`src/rtl/div_scheduler_pkg.sv`:
```
// Shared types and defaults for the divider scheduler.
// Imported by the interface, the arbiter and the top.
package div_scheduler_pkg;

    localparam int DATA_SIZE   = 32;
    localparam int NUM_REQ_DEF = 4;
    localparam int TIMEOUT_DEF = 1024;

    typedef enum logic [1:0] {
        IDLE,
        ISSUE,
        WAIT,
        RESP
    } sched_state_t;

    function automatic int idx_w(input int n);
        return (n > 1) ? $clog2(n) : 1;
    endfunction

endpackage

```
`src/rtl/div_scheduler_if.sv`:
```
// Requester, response and divider-side signals of the scheduler.
// slave is the scheduler view, master the surrounding logic.
interface div_scheduler_if
    import div_scheduler_pkg::*;
#(
    parameter int NUM_REQ    = NUM_REQ_DEF,
    parameter int DATA_WIDTH = DATA_SIZE
);
    localparam int IW = idx_w(NUM_REQ);

    logic [NUM_REQ-1:0]            req_valid;
    logic [NUM_REQ-1:0]            req_ready;
    logic [NUM_REQ*DATA_WIDTH-1:0] req_dividend;
    logic [NUM_REQ*DATA_WIDTH-1:0] req_divisor;

    logic                  rsp_valid;
    logic                  rsp_ready;
    logic [IW-1:0]         rsp_id;
    logic [DATA_WIDTH-1:0] rsp_quotient;
    logic [DATA_WIDTH-1:0] rsp_remainder;
    logic                  rsp_overflow;
    logic                  rsp_timeout;

    logic                  div_valid_in;
    logic [DATA_WIDTH-1:0] div_dividend;
    logic [DATA_WIDTH-1:0] div_divisor;
    logic [DATA_WIDTH-1:0] div_quotient;
    logic [DATA_WIDTH-1:0] div_remainder;
    logic                  div_valid_out;
    logic                  div_overflow;

    modport slave (
        input  req_valid, req_dividend, req_divisor,
        output req_ready,
        output rsp_valid, rsp_id, rsp_quotient,
        output rsp_remainder, rsp_overflow, rsp_timeout,
        input  rsp_ready,
        output div_valid_in, div_dividend, div_divisor,
        input  div_quotient, div_remainder,
        input  div_valid_out, div_overflow
    );

    modport master (
        output req_valid, req_dividend, req_divisor,
        input  req_ready,
        input  rsp_valid, rsp_id, rsp_quotient,
        input  rsp_remainder, rsp_overflow, rsp_timeout,
        output rsp_ready,
        input  div_valid_in, div_dividend, div_divisor,
        output div_quotient, div_remainder,
        output div_valid_out, div_overflow
    );

endinterface

```
`src/rtl/div_scheduler_rr_pick.sv`:
```
// Rotating-priority picker: first set request at or above ptr,
// wrapping modulo NUM_REQ.
module div_scheduler_rr_pick
    import div_scheduler_pkg::*;
#(
    parameter int NUM_REQ = NUM_REQ_DEF
) (
    input  logic [NUM_REQ-1:0]          req,
    input  logic [idx_w(NUM_REQ)-1:0]   ptr,
    output logic [NUM_REQ-1:0]          grant,
    output logic [idx_w(NUM_REQ)-1:0]   idx,
    output logic                        any
);
    localparam int IW = idx_w(NUM_REQ);

    logic [IW:0] pos;

    // Scan from farthest to nearest so the nearest hit wins.
    always_comb begin
        grant = '0;
        idx   = '0;
        pos   = '0;
        any   = |req;
        for (int k = NUM_REQ - 1; k >= 0; k--) begin
            pos = {1'b0, ptr} + (IW+1)'(k);
            if (pos >= (IW+1)'(NUM_REQ))
                pos = pos - (IW+1)'(NUM_REQ);
            if (req[pos[IW-1:0]]) begin
                grant              = '0;
                grant[pos[IW-1:0]] = 1'b1;
                idx                = pos[IW-1:0];
            end
        end
    end

endmodule

```
`src/rtl/div_scheduler.sv`:
```
// Shares one iterative divider between NUM_REQ requesters with
// round-robin arbitration, a wait timeout and a tagged response.
module div_scheduler
    import div_scheduler_pkg::*;
#(
    parameter int NUM_REQ    = NUM_REQ_DEF,
    parameter int DATA_WIDTH = DATA_SIZE,
    parameter int TIMEOUT    = TIMEOUT_DEF
) (
    input  logic           clk,
    input  logic           reset,
    div_scheduler_if.slave bus
);
    localparam int IW = idx_w(NUM_REQ);
    localparam int CW = idx_w(TIMEOUT);
    localparam logic [IW-1:0] LAST = IW'(NUM_REQ - 1);
    localparam logic [CW-1:0] CNT_END = CW'(TIMEOUT - 2);

    sched_state_t state_q, state_d;

    logic [NUM_REQ-1:0]    grant;
    logic [IW-1:0]         gidx;
    logic                  any;
    logic [IW-1:0]         ptr_q;
    logic [IW-1:0]         id_q;
    logic [DATA_WIDTH-1:0] dvd_q, dvs_q;
    logic [DATA_WIDTH-1:0] quo_q, rem_q;
    logic                  ovf_q, tmo_q;
    logic [CW-1:0]         cnt_q;
    logic                  expire;
    logic [DATA_WIDTH-1:0] pick_dvd, pick_dvs;

    div_scheduler_rr_pick #(
        .NUM_REQ(NUM_REQ)
    ) u_pick (
        .req  (bus.req_valid),
        .ptr  (ptr_q),
        .grant(grant),
        .idx  (gidx),
        .any  (any)
    );

    assign pick_dvd =
        bus.req_dividend[int'(gidx)*DATA_WIDTH +: DATA_WIDTH];
    assign pick_dvs =
        bus.req_divisor[int'(gidx)*DATA_WIDTH +: DATA_WIDTH];

    // Counter starts at 0 in the first WAIT cycle, so the response
    // lands TIMEOUT cycles after the start strobe.
    assign expire = (cnt_q == CNT_END);

    assign bus.div_dividend  = dvd_q;
    assign bus.div_divisor   = dvs_q;
    assign bus.rsp_id        = id_q;
    assign bus.rsp_quotient  = quo_q;
    assign bus.rsp_remainder = rem_q;
    assign bus.rsp_overflow  = ovf_q;
    assign bus.rsp_timeout   = tmo_q;

    always_ff @(posedge clk) begin
        if (reset)
            state_q <= IDLE;
        else
            state_q <= state_d;
    end

    always_comb begin
        state_d          = state_q;
        bus.req_ready    = '0;
        bus.div_valid_in = 1'b0;
        bus.rsp_valid    = 1'b0;
        unique case (state_q)
            IDLE: begin
                if (any && !reset) begin
                    bus.req_ready = grant;
                    state_d       = ISSUE;
                end
            end
            ISSUE: begin
                bus.div_valid_in = 1'b1;
                state_d          = WAIT;
            end
            WAIT: begin
                if (bus.div_valid_out || expire)
                    state_d = RESP;
            end
            RESP: begin
                bus.rsp_valid = 1'b1;
                if (bus.rsp_ready)
                    state_d = IDLE;
            end
            default: state_d = IDLE;
        endcase
    end

    always_ff @(posedge clk) begin
        if (reset) begin
            ptr_q <= '0;
            id_q  <= '0;
            dvd_q <= '0;
            dvs_q <= '0;
            quo_q <= '0;
            rem_q <= '0;
            ovf_q <= 1'b0;
            tmo_q <= 1'b0;
            cnt_q <= '0;
        end else begin
            unique case (state_q)
                IDLE: begin
                    if (any) begin
                        id_q  <= gidx;
                        dvd_q <= pick_dvd;
                        dvs_q <= pick_dvs;
                        ptr_q <= (gidx == LAST) ? '0 : gidx + 1'b1;
                    end
                end
                ISSUE: cnt_q <= '0;
                WAIT: begin
                    if (bus.div_valid_out) begin
                        quo_q <= bus.div_quotient;
                        rem_q <= bus.div_remainder;
                        ovf_q <= bus.div_overflow;
                        tmo_q <= 1'b0;
                    end else if (expire) begin
                        quo_q <= '0;
                        rem_q <= '0;
                        ovf_q <= 1'b0;
                        tmo_q <= 1'b1;
                    end else begin
                        cnt_q <= cnt_q + 1'b1;
                    end
                end
                default: ;
            endcase
        end
    end

endmodule

```
`src/flat_wrapper.sv`:
```
// flat-port wrapper written by rule: the top's interface ports become plain ports
module div_scheduler_flat import div_scheduler_pkg::*;
#(
    parameter int NUM_REQ    = NUM_REQ_DEF,
    parameter int DATA_WIDTH = DATA_SIZE,
    parameter int TIMEOUT    = TIMEOUT_DEF
)
  (clk, reset, bus_req_valid, bus_req_dividend, bus_req_divisor, bus_req_ready, bus_rsp_valid, bus_rsp_id, bus_rsp_quotient, bus_rsp_remainder, bus_rsp_overflow, bus_rsp_timeout, bus_rsp_ready, bus_div_valid_in, bus_div_dividend, bus_div_divisor, bus_div_quotient, bus_div_remainder, bus_div_valid_out, bus_div_overflow);
  div_scheduler_if #(.NUM_REQ(NUM_REQ), .DATA_WIDTH(DATA_WIDTH)) bus_i ();
  input  logic clk;
  input  logic reset;
  input wire logic [$bits(bus_i.req_valid)-1:0] bus_req_valid;
  input wire logic [$bits(bus_i.req_dividend)-1:0] bus_req_dividend;
  input wire logic [$bits(bus_i.req_divisor)-1:0] bus_req_divisor;
  output wire logic [$bits(bus_i.req_ready)-1:0] bus_req_ready;
  output wire logic [$bits(bus_i.rsp_valid)-1:0] bus_rsp_valid;
  output wire logic [$bits(bus_i.rsp_id)-1:0] bus_rsp_id;
  output wire logic [$bits(bus_i.rsp_quotient)-1:0] bus_rsp_quotient;
  output wire logic [$bits(bus_i.rsp_remainder)-1:0] bus_rsp_remainder;
  output wire logic [$bits(bus_i.rsp_overflow)-1:0] bus_rsp_overflow;
  output wire logic [$bits(bus_i.rsp_timeout)-1:0] bus_rsp_timeout;
  input wire logic [$bits(bus_i.rsp_ready)-1:0] bus_rsp_ready;
  output wire logic [$bits(bus_i.div_valid_in)-1:0] bus_div_valid_in;
  output wire logic [$bits(bus_i.div_dividend)-1:0] bus_div_dividend;
  output wire logic [$bits(bus_i.div_divisor)-1:0] bus_div_divisor;
  input wire logic [$bits(bus_i.div_quotient)-1:0] bus_div_quotient;
  input wire logic [$bits(bus_i.div_remainder)-1:0] bus_div_remainder;
  input wire logic [$bits(bus_i.div_valid_out)-1:0] bus_div_valid_out;
  input wire logic [$bits(bus_i.div_overflow)-1:0] bus_div_overflow;
  assign bus_i.req_valid = bus_req_valid;
  assign bus_i.req_dividend = bus_req_dividend;
  assign bus_i.req_divisor = bus_req_divisor;
  assign bus_req_ready = bus_i.req_ready;
  assign bus_rsp_valid = bus_i.rsp_valid;
  assign bus_rsp_id = bus_i.rsp_id;
  assign bus_rsp_quotient = bus_i.rsp_quotient;
  assign bus_rsp_remainder = bus_i.rsp_remainder;
  assign bus_rsp_overflow = bus_i.rsp_overflow;
  assign bus_rsp_timeout = bus_i.rsp_timeout;
  assign bus_i.rsp_ready = bus_rsp_ready;
  assign bus_div_valid_in = bus_i.div_valid_in;
  assign bus_div_dividend = bus_i.div_dividend;
  assign bus_div_divisor = bus_i.div_divisor;
  assign bus_i.div_quotient = bus_div_quotient;
  assign bus_i.div_remainder = bus_div_remainder;
  assign bus_i.div_valid_out = bus_div_valid_out;
  assign bus_i.div_overflow = bus_div_overflow;
  div_scheduler #(.NUM_REQ(NUM_REQ), .DATA_WIDTH(DATA_WIDTH), .TIMEOUT(TIMEOUT)) u_core (.clk(clk), .reset(reset), .bus(bus_i));
endmodule
```
`config.mk`:
```
export PLATFORM = sky130hd
export DESIGN_NAME = div_scheduler_flat
export DESIGN_NICKNAME = d
export VERILOG_FILES = /design/src/rtl/div_scheduler_pkg.sv /design/src/rtl/div_scheduler_if.sv /design/src/rtl/div_scheduler_rr_pick.sv /design/src/rtl/div_scheduler.sv /design/src/flat_wrapper.sv
export SDC_FILE = /design/constraint.sdc
export NUM_CORES = 1
export LEC_CHECK = 0
export ABC_AREA = 0
export CAP_MARGIN = 20
export CORE_AREA = 2 2 182 184
export DETAILED_ROUTE_END_ITERATION = 10
export DIE_AREA = 0 0 184 186
export MAX_ROUTING_LAYER = met4
export PLACE_DENSITY = 0.62
export SLEW_MARGIN = 20
export SYNTH_ARGS = -nofsm -noshare
export SYNTH_HDL_FRONTEND = slang
export SYNTH_SLANG_ARGS = --single-unit
```
`constraint.sdc`:
```
create_clock -name clk -period 3.5 [get_ports clk]
set_clock_uncertainty 0.1 [all_clocks]
set_input_delay 0.525 -clock clk [delete_from_list [all_inputs] [get_ports clk]]
set_output_delay 0.525 -clock clk [all_outputs]
set_load 0.05 [all_outputs]
```
==> flow_metrics.py, run 1 <==
metrics = {
    "yosys": {
        "yosysWarnings": 0,
        "synthesis.area_mm2": 0.00755,
        "avgSynthCellArea_um2": 8.37,
        "synth_nets": 1245,
        "synth-seq-area-share_pct": 38.7,
        "yosysTopAreaCell": "dfxtp_1",
        "ys_top_cells_by_count": "dfxtp_1, nand2_1, nor2_1",
        "synth-main-ff-cell": "dfxtp_1",
        "async_reset_ff_share_pct": 0,
        "synth_edf_count": 0,
        "synthTopCellsByArea": "dfxtp_1, a311oi_1, nand2_1",
        "synth_top_area_share_pct": 38.7,
        "syn_inst": 902,
        "synth_seq_cells": 146,
        "synth.most_common_cell": "dfxtp_1",
        "synthDistinctLibCells": 41,
    },
    "layout": {
        "fillers": 3216,
        "stdcell_area_mm2": 0.0132,
        "multi_input_area_mm2": 0.00417,
        "final_layout_size_suffix_gt1_share_pct": 6.08,
        "seq_area_mm2": 0.00292,
        "syn2layout_area_growth_pct": 75.1,
        "nets": 1663,
    },
    "pwr": {
        "power.density_mw_per_mm2": 778,
        "ir_drop_mv": 0.524,
        "leakage_nw": 5.00,
    },
    "die": {
        "start_util_pct": 23.5,
        "coreArea_mm2": 0.0322,
        "die_y_um": 186,
        "die_area_mm2": 0.0342,
        "num_rows": 66,
        "die_w_um": 184,
        "ios": 467,
    },
    "timing": {
        "finalWorstSetupSlack_ns": 0.196,
        "timing_hold_violations_final": 0,
        "report.final.slew_viol_count": 0,
        "fmaxAchievable_mhz": 303,
        "worst_pin_slew_ns": 0.709,
        "rsz0062_at_grt": "no",
        "fin_tns_setup_ns": 0,
        "fin_crit_ns": 3.30,
        "slew_headroom_pct": 52.6,
        "fin_crit_sh_pct": 94.4,
        "finalSetupViolations": 0,
    },
    "job": {
        "drv_cap": 0,
    },
    "detailed_routing": {
        "wire_per_inst_um": 19.5,
        "drtAntennaViolNets": 0,
        "viasPerCell": 4.97,
        "drt_iter0_markers": 325,
        "drc": 0,
        "firstDrtPassIters": 4,
        "routed_wirelength_um": 34000,
        "vias": 8685,
    },
    "worst_setup_path": {
        "critPathRequiredTime_ns": 2.87,
        "reg2reg_slack_ns": 0.67,
        "worstReg2RegStart": "u_core.ptr_q[1]",
        "cp_data_arrival_time_ns": 2.68,
        "end_kind": "output pin",
        "setup.worst_path.class": "primary input to output pin",
        "startpoint": "bus_req_valid[1]",
        "worstPathMaxFanout": 10,
        "startpoint_type": "primary input",
    },
    "hold_path": {
        "worstHoldPathType": "flop to flop",
        "holdCritStartpoint": "u_core.bus.rsp_timeout",
    },
    "placement": {
        "port_buffers": 466,
        "pre_cts_slack_ns": 0.247,
        "place_congestion": 0.865,
        "dp_hpwl_um": 25200,
        "placed_area_mm2": 0.0125,
    },
    "grt": {
        "gr-total-overflow": 0,
        "grt_use_total_pct": 19.2,
        "grt_pass1_wl_um": 48200,
        "grt_pass1_vias": 8392,
        "grt_max_degree": 67,
        "antenna_found_initial": 5,
    },
    "clock_network": {
        "clk_latency_ns": 0.43,
        "htree_levels": 4,
        "cts_made_buffers": 17,
        "clock-sinks": 146,
        "clkTransAtPathRegs_ns": 0.06,
        "cts_tree": "built",
        "cts_root_buffer": "clkbuf_16",
        "clockBufferDepth": 2,
    },
    "run_status": {
        "outcome": "finished clean",
    },
}
[cell usage in the layout, fill, tap and decap left out, types with 5 or more instances in the layout]
master           count
nand2b_1             5
clkbuf_16           17
bufinv_16            5
o21ai_0             10
diode_2              5
dfxtp_1            146
inv_1                8
buf_12               6
o21bai_1            63
ha_1                13
a211oi_1            68
buf_4               26
nor2_1              90
a22oi_1             66
a311oi_1            63
nand2_1            136
nor3_1               7
and3_1              68
a21oi_1             13
clkdlybuf4s50_1    461
[metrics by stage]
stage          instances  hold slack [ns]  utilization, %  power [mW]
6_report            1746            0.357            41.1        10.3
5_1_grt             1746            0.399            41.1        10.8
4_1_cts             1741            0.360            41.0        10.4
3_5_place_dp        1709            0.346            38.9        8.22
3_3_place_gp        1709            0.346            38.9        8.17
2_1_floorplan        902            0.379               -        6.18
[per-layer routing]
metal  up-vias  track usage [%]  share of wire, %  routed length (um)
li1       4174                -                 -                   -
met1      4103             21.5                39               13400
met2       373             33.0                51               17200
met3        35             5.17               8.2                2800
met4         0             6.82               1.8                 620
met5         -                -                 0                   0
[cells by family (layout without fill, tap and decap cells)]
kind of cell / after synthesis / after routing / share of synthesized area, %
xor+xnor: 4 / 4 / 0.464
flops: 146 / 146 / 38.7
simple gates: 333 / 333 / 20.0
buf+inv: 102 / 533 / 6.87
compound gates: 294 / 294 / 29.7
mux: 9 / 9 / 1.87
other cells: 0 / 5 / 0
fa+ha+maj: 14 / 14 / 2.32
[state kept, by name, indices dropped and copies added (netlist names)]
name                      cells
u_core.bus.rsp_quotient      32
u_core.bus.div_divisor       32
u_core.state_q                2
u_core.cnt_q                 10
u_core.bus.rsp_overflow       1
u_core.bus.rsp_remainder     32
u_core.bus.div_dividend      32
u_core.bus.rsp_timeout        1
u_core.bus.rsp_id             2
u_core.ptr_q                  2
[power by group]
| group | internal [mW] | switching, mW | total [mW] |
|---|---|---|---|
| Sequential | 2.07 | 0.243 | 2.32 |
| Combinational | 2.09 | 3.79 | 5.87 |
| Clock | 1.28 | 0.818 | 2.10 |
[worst max-delay path, cell delays in order]
cell and delay, ns:
clkdlybuf4s50_1 0.57, mux4_2 0.63, and2b_1 0.31, a221oi_1 0.10
nor3_1 0.18, a21oi_1 0.06, nor2_1 0.10, buf_4 0.20
[layout make-up]
cell class,instances,area share (%)
Clock buffer,18,3.24
Sequential cell,146,22.1
Antenna cell,5,0.0946
Clock inverter,14,1.70
Tap cell,408,3.86
Multi-Input combinational cell,654,31.5
Timing Repair Buffer,493,37.3
Inverter,8,0.227
[worst paths after layout]
kind              depth (start not counted)                          to
setup reg to reg                         11  u_core.bus.div_dividend[1]
setup / recovery                          8            bus_req_ready[3]
hold reg to reg                           2      u_core.bus.rsp_timeout
hold / removal                            2      u_core.bus.rsp_timeout
[timing repair]
action / CTS / global route
hold buffers: 0 / 0
gates resized for setup: 0 / 3
setup endpoints to repair: 0 / 3
setup buffers: 0 / 0
Power figures use the tool's default switching activity.
==> run 2, diff against run 1 <==
PLACE_DENSITY = 0.58   (was 0.62)
SLEW_MARGIN = 30   (was 20)
==> run 2 against run 1 <==
Cell count unchanged. Clock power down 15%. Die area unchanged. Count of clock-buffer cells in the layout down 1. Critical path type unchanged. Largest cell class unchanged.
==> flow_metrics.py, run 2 (synthesis gave the netlist of run 1 again) <==
metrics = {
    "timing": {
        "report.final.slew_viol_count": 0,
        "fin_tns_setup_ns": 0,
        "fmaxAchievable_mhz": 307,
        "fin_crit_sh_pct": 93.1,
        "worst_pin_slew_ns": 0.721,
        "fin_crit_ns": 3.26,
        "rsz0062_at_grt": "no",
        "slew_headroom_pct": 51.9,
        "timing_hold_violations_final": 0,
        "finalSetupViolations": 0,
    },
    "layout": {
        "finish.utilization_pct": 40.7,
        "nets": 1663,
        "syn2layout_area_growth_pct": 73.7,
        "layout_common_cells": "clkdlybuf4s50_1, dfxtp_1, nand2_1",
        "instances_no_fill": 1746,
        "stdcell_area_mm2": 0.0131,
        "final_layout_size_suffix_gt1_share_pct": 6.08,
        "final_common_cell": "clkdlybuf4s50_1",
    },
    "clock_network": {
        "htree_levels": 4,
        "cts_tree": "built",
        "cts_root_buffer": "clkbuf_16",
        "post_cts_buffers": 0,
        "clockBufferDepth": 2,
        "cts_made_buffers": 17,
        "clock-sinks": 146,
        "cts_resized": 0,
        "clkTransAtPathRegs_ns": 0.07,
        "clk_latency_ns": 0.42,
        "holdBufCountCts": 0,
    },
    "worst_setup_path": {
        "cp_data_arrival_time_ns": 2.63,
        "setup.worst_path.class": "primary input to output pin",
        "critPathRequiredTime_ns": 2.87,
        "worstPathMaxFanout": 10,
        "cpPeakStageDelay_ns": 0.61,
        "crit_buf_inv": 2,
        "slowest_stage": "mux4_2",
        "cp_top_family": "buffers and inverters",
        "crit_chain": "clkdlybuf4s50_1 -> mux4_2 -> and2b_1 -> a221oi_1 -> nor3_1 -> a21oi_1 -> nor2_1 -> buf_4",
        "end_kind": "output pin",
        "startpoint_type": "primary input",
    },
    "die": {
        "start_util_pct": 23.5,
        "die_area_mm2": 0.0342,
        "ios": 467,
        "coreArea_mm2": 0.0322,
        "die_w_um": 184,
        "die_y_um": 186,
        "num_rows": 66,
    },
    "pwr": {
        "design_power_total_mw": 10.0,
        "power.density_mw_per_mm2": 763,
        "leakage_nw": 4.94,
        "ir_drop_mv": 0.629,
    },
    "placement": {
        "port_buffers": 466,
        "placed_area_mm2": 0.0125,
        "dp_hpwl_um": 25800,
        "place_congestion": 0.853,
        "dp_cells": 1709,
    },
    "detailed_routing": {
        "drt_iter0_markers": 491,
        "routed_wirelength_um": 35200,
        "wire_per_inst_um": 20.2,
        "drc": 0,
        "drtAntennaViolNets": 0,
        "vias": 8633,
        "firstDrtPassIters": 5,
        "viasPerCell": 4.94,
    },
    "grt": {
        "grt_pass1_wl_um": 50900,
        "gr-total-overflow": 0,
        "grt_use_total_pct": 20.1,
        "antenna_found_initial": 4,
        "grt_max_degree": 73,
        "grt_pass1_vias": 8542,
    },
    "hold_path": {
        "worstHoldPathType": "flop to flop",
    },
    "run_status": {
        "outcome": "finished clean",
    },
    "job": {
        "drv_cap": 0,
    },
}
run 2: cell types whose count changed in the layout (fill, tap and decap cells not counted), sizes merged:
cell / delta
clkinvlp: +3
bufinv: -5
inv: +1
clkinv: +2
clkbuf: -1
run 2: cell type report:
cell class                 count  area [um^2]
antenna                        5         12.5
clock buffer                  17          425
clock inverter                15          128
fill                        3217        19100
inverter                       8         30.0
multi-input combinational    654         4160
sequential                   146         2920
tap                          408          510
timing repair buffer         493         4930
run 2: power by group:
group / internal [mW] / switching [mW]
clock: 0.928 / 0.865
sequential: 2.07 / 0.239
combinational: 2.11 / 3.79
total: 5.11 / 4.89
run 2: through the flow:
step | hold WS, ns | setup slack, ns
6_report | 0.360 | 0.241
5_1_grt | 0.378 | 0.0212
4_1_cts | 0.364 | 0.166
3_5_place_dp | 0.351 | 0.0593
3_3_place_gp | 0.344 | 0.161
2_1_floorplan | 0.379 | 0.341
run 2: metal layers:
| metal | track usage (%) | routed length (um) | vias to the layer above |
|---|---|---|---|
| met1 | 22.4 | 13800 | 4062 |
| met3 | 6.22 | 2930 | 32 |
| li1 | - | - | 4176 |
| met2 | 34.7 | 17900 | 363 |
| met4 | 5.89 | 641 | 0 |
| met5 | - | 0 | - |
run 2: tightest hold or removal path, stage by stage, from the launching register on:
cell and delay, ns:
dfxtp_1 0.31, nand2_1 0.05, a21oi_1 0.05
run 2: worst paths after layout:
path | startpoint | end | slack (ns) | depth (start not counted)
worst max register to register | u_core.ptr_q[0] | u_core.bus.div_divisor[29] | 0.55 | 8
worst min register to register | u_core.bus.rsp_id[1] | u_core.bus.rsp_id[1] | 0.36 | 2
worst max-delay path | bus_req_valid[1] | bus_req_ready[3] | 0.24 | 8
worst min-delay path | u_core.bus.rsp_id[1] | u_core.bus.rsp_id[1] | 0.36 | 2
==> run 3, diff against run 2 <==
--- a/config.mk
+++ b/config.mk
@@ -9,5 +9,6 @@
 export CAP_MARGIN = 20
-export CORE_AREA = 2 2 182 184
+export CORE_AREA = 2 2 183 185
 export DETAILED_ROUTE_END_ITERATION = 10
-export DIE_AREA = 0 0 184 186
+export DIE_AREA = 0 0 185 187
+export GPL_TIMING_DRIVEN = 0
 export MAX_ROUTING_LAYER = met4
@@ -17,2 +18,3 @@
 export SYNTH_HDL_FRONTEND = slang
+export SYNTH_HIERARCHICAL = 1
 export SYNTH_SLANG_ARGS = --single-unit
--- a/constraint.sdc
+++ b/constraint.sdc
@@ -4,2 +4,2 @@
 set_output_delay 0.525 -clock clk [all_outputs]
-set_load 0.05 [all_outputs]
+set_load 0.02 [all_outputs]
==> run 3 against run 2 <==
Cell count grew 2.3%. First-iteration DRC count is 38% lower. Synthesized cell count decreased by 7.8%. Sequential power about the same. Critical path depth grew 3. Sequential share of layout area is 0.61 points lower. Core utilization increased by 0.41 points. Combinational power shrank 9.5%. Critical endpoint is now bus_req_ready[1]. Total power shrank 3.2%. Global-route usage decreased by 0.29 points. Largest cell class unchanged.
==> flow_metrics.py, run 3 <==
metrics = {
    "run_status": {
        "outcome": "finished clean",
    },
    "timing": {
        "finalSetupViolations": 0,
        "worst_pin_slew_ns": 0.912,
        "report.final.slew_viol_count": 0,
        "fmaxAchievable_mhz": 291,
        "fin_tns_setup_ns": 0,
        "fin_crit_sh_pct": 98.0,
        "fin_crit_ns": 3.43,
        "finalWorstSetupSlack_ns": 0.0686,
        "timing_hold_violations_final": 0,
        "slew_headroom_pct": 39.2,
    },
    "die": {
        "die_w_um": 185,
        "die_area_mm2": 0.0346,
        "num_rows": 67,
        "ios": 467,
        "start_util_pct": 23.2,
        "die_y_um": 187,
        "coreArea_mm2": 0.0329,
    },
    "detailed_routing": {
        "routed_wirelength_um": 34200,
        "drc": 0,
        "drtAntennaViolNets": 0,
        "wire_per_inst_um": 19.1,
        "vias": 8288,
        "drt_iter0_markers": 303,
        "firstDrtPassIters": 5,
        "viasPerCell": 4.64,
    },
    "job": {
        "drv_cap": 0,
    },
    "yosys": {
        "synth.most_common_cell": "nand2_1",
        "synth_top_area_share_pct": 38.3,
        "synth-main-ff-cell": "dfxtp_1",
        "synth_edf_count": 0,
        "yosysWarnings": 6,
        "synth_nets": 1176,
        "synth-seq-area-share_pct": 38.3,
        "synthesis.area_mm2": 0.00763,
        "yosysTopAreaCell": "dfxtp_1",
        "synthTopCellsByArea": "dfxtp_1, mux4_2, nand2_1",
        "syn_inst": 832,
        "avgSynthCellArea_um2": 9.18,
        "synthDistinctLibCells": 54,
        "synth_seq_cells": 146,
        "ys_top_cells_by_count": "nand2_1, dfxtp_1, a21oi_1",
        "async_reset_ff_share_pct": 0,
    },
    "clock_network": {
        "cts_tree": "built",
        "clkTransAtPathRegs_ns": 0.07,
        "htree_levels": 4,
        "cts_made_buffers": 17,
        "clock-sinks": 146,
        "clk_latency_ns": 0.41,
        "clockBufferDepth": 2,
        "cts_root_buffer": "clkbuf_16",
        "holdBufCountCts": 0,
    },
    "grt": {
        "grt_pass1_wl_um": 50100,
        "gr-total-overflow": 0,
        "grt_use_total_pct": 19.8,
        "antenna_found_initial": 6,
        "grt_pass1_vias": 8523,
        "grt_max_degree": 17,
    },
    "pwr": {
        "power.density_mw_per_mm2": 716,
        "leakage_nw": 4.80,
        "design_power_total_mw": 9.69,
        "ir_drop_mv": 0.341,
    },
    "placement": {
        "place_congestion": 0.872,
        "pre_cts_slack_ns": -0.250,
        "dp_hpwl_um": 27500,
        "port_buffers": 463,
    },
    "layout": {
        "final_common_cell": "clkdlybuf4s50_1",
        "finish.utilization_pct": 41.1,
        "syn2layout_area_growth_pct": 77.1,
        "layout_common_cells": "clkdlybuf4s50_1, nand2_1, dfxtp_1",
        "final_layout_size_suffix_gt1_share_pct": 12.2,
        "nets": 1663,
    },
    "worst_setup_path": {
        "setup.worst_path.class": "flop to output pin",
        "cp_data_arrival_time_ns": 2.81,
        "critPathRequiredTime_ns": 2.87,
        "end_kind": "output pin",
        "startpoint_type": "flop",
        "worstPathMaxFanout": 10,
    },
    "hold_path": {
        "worstHoldPathType": "flop to flop",
    },
}
## run 3: cell count changes after synthesis, sizes merged, moves of 22 or more
cell    delta
a21oi    +108
nor2      -79
a211oi    -68
and3      -66
a311oi    -63
o21bai    -63
o21ai     +62
a22oi     -41
mux4      +40
nand2     +28
mux2      +24
mux2i     +23
o22ai     +22
## run 3: worst max-delay path, stage by stage, from the launching register on
cell,delay (ns)
dfxtp_4,0.36
buf_8,0.14
clkinvlp_4,0.12
ha_1,0.29
buf_2,0.18
or3b_1,0.36
o211ai_1,0.17
buf_4,0.19
nand4_1,0.08
a31oi_1,0.19
and2_1,0.14
buf_2,0.16
## run 3: repair_timing
item,in CTS,in global routing
gates resized for setup,19,7
pin swaps,1,2
endpoints found under the setup margin,64,7
setup buffers,1,4
## run 3: cell type report
class                           instances  area, um^2
Fill cell                            3363       19300
Timing Repair Buffer                  468        4650
Multi-Input combinational cell        601        4270
Sequential cell                       146        2930
Tap cell                              448         561
Clock buffer                           17         425
Buffer                                 72         402
Clock inverter                         15         208
Inverter                               13        56.3
Antenna cell                            6        15.0
## run 3: path summary, 6_finish.rpt
check	startpoint	to	slack [ns]	cells past startpoint
setup / recovery	u_core/ptr_q[0]	bus_req_ready[1]	0.07	11
setup reg to reg	u_core/ptr_q[0]	u_core/bus.div_dividend[13]	0.14	13
hold / removal	u_core/bus.div_dividend[25]	u_core/bus.div_dividend[25]	0.35	2
hold reg to reg	u_core/bus.div_dividend[25]	u_core/bus.div_dividend[25]	0.35	2
## run 3: per-layer routing
metal | vias up | GRT usage [%] | routed length (um)
met1 | 3902 | 21.1 | 13000
met5 | - | - | 0
li1 | 4012 | - | -
met2 | 341 | 34.6 | 17200
met3 | 33 | 7.15 | 3330
met4 | 0 | 5.22 | 673
## run 3: logic make-up after synthesis
| logic type | Yosys count | share of synthesized area, % |
|---|---|---|
| flops | 146 | 38.3 |
| compound gates | 267 | 20.1 |
| simple gates | 223 | 12.8 |
| mux | 96 | 20.5 |
| fa+ha+maj | 15 | 2.46 |
| buf+inv | 85 | 5.83 |
## run 3: report_power, final
group          switching (mW)  leakage, nW  total (mW)  internal, mW
logic                    2.78         3.30        5.34          2.56
clock network           0.861        0.307        2.02          1.16
registers               0.249         1.19        2.32          2.07
## run 3: metrics by stage
step                      instance area (um^2)  hold WS (ns)  cells
after CTS                                13500         0.357   1776
after detailed placement                 12800         0.346   1743
after global routing                     13500         0.377   1786
after floorplan                           7630         0.374    832
after global placement                   12800         0.342   1743
final                                    13500         0.355   1786
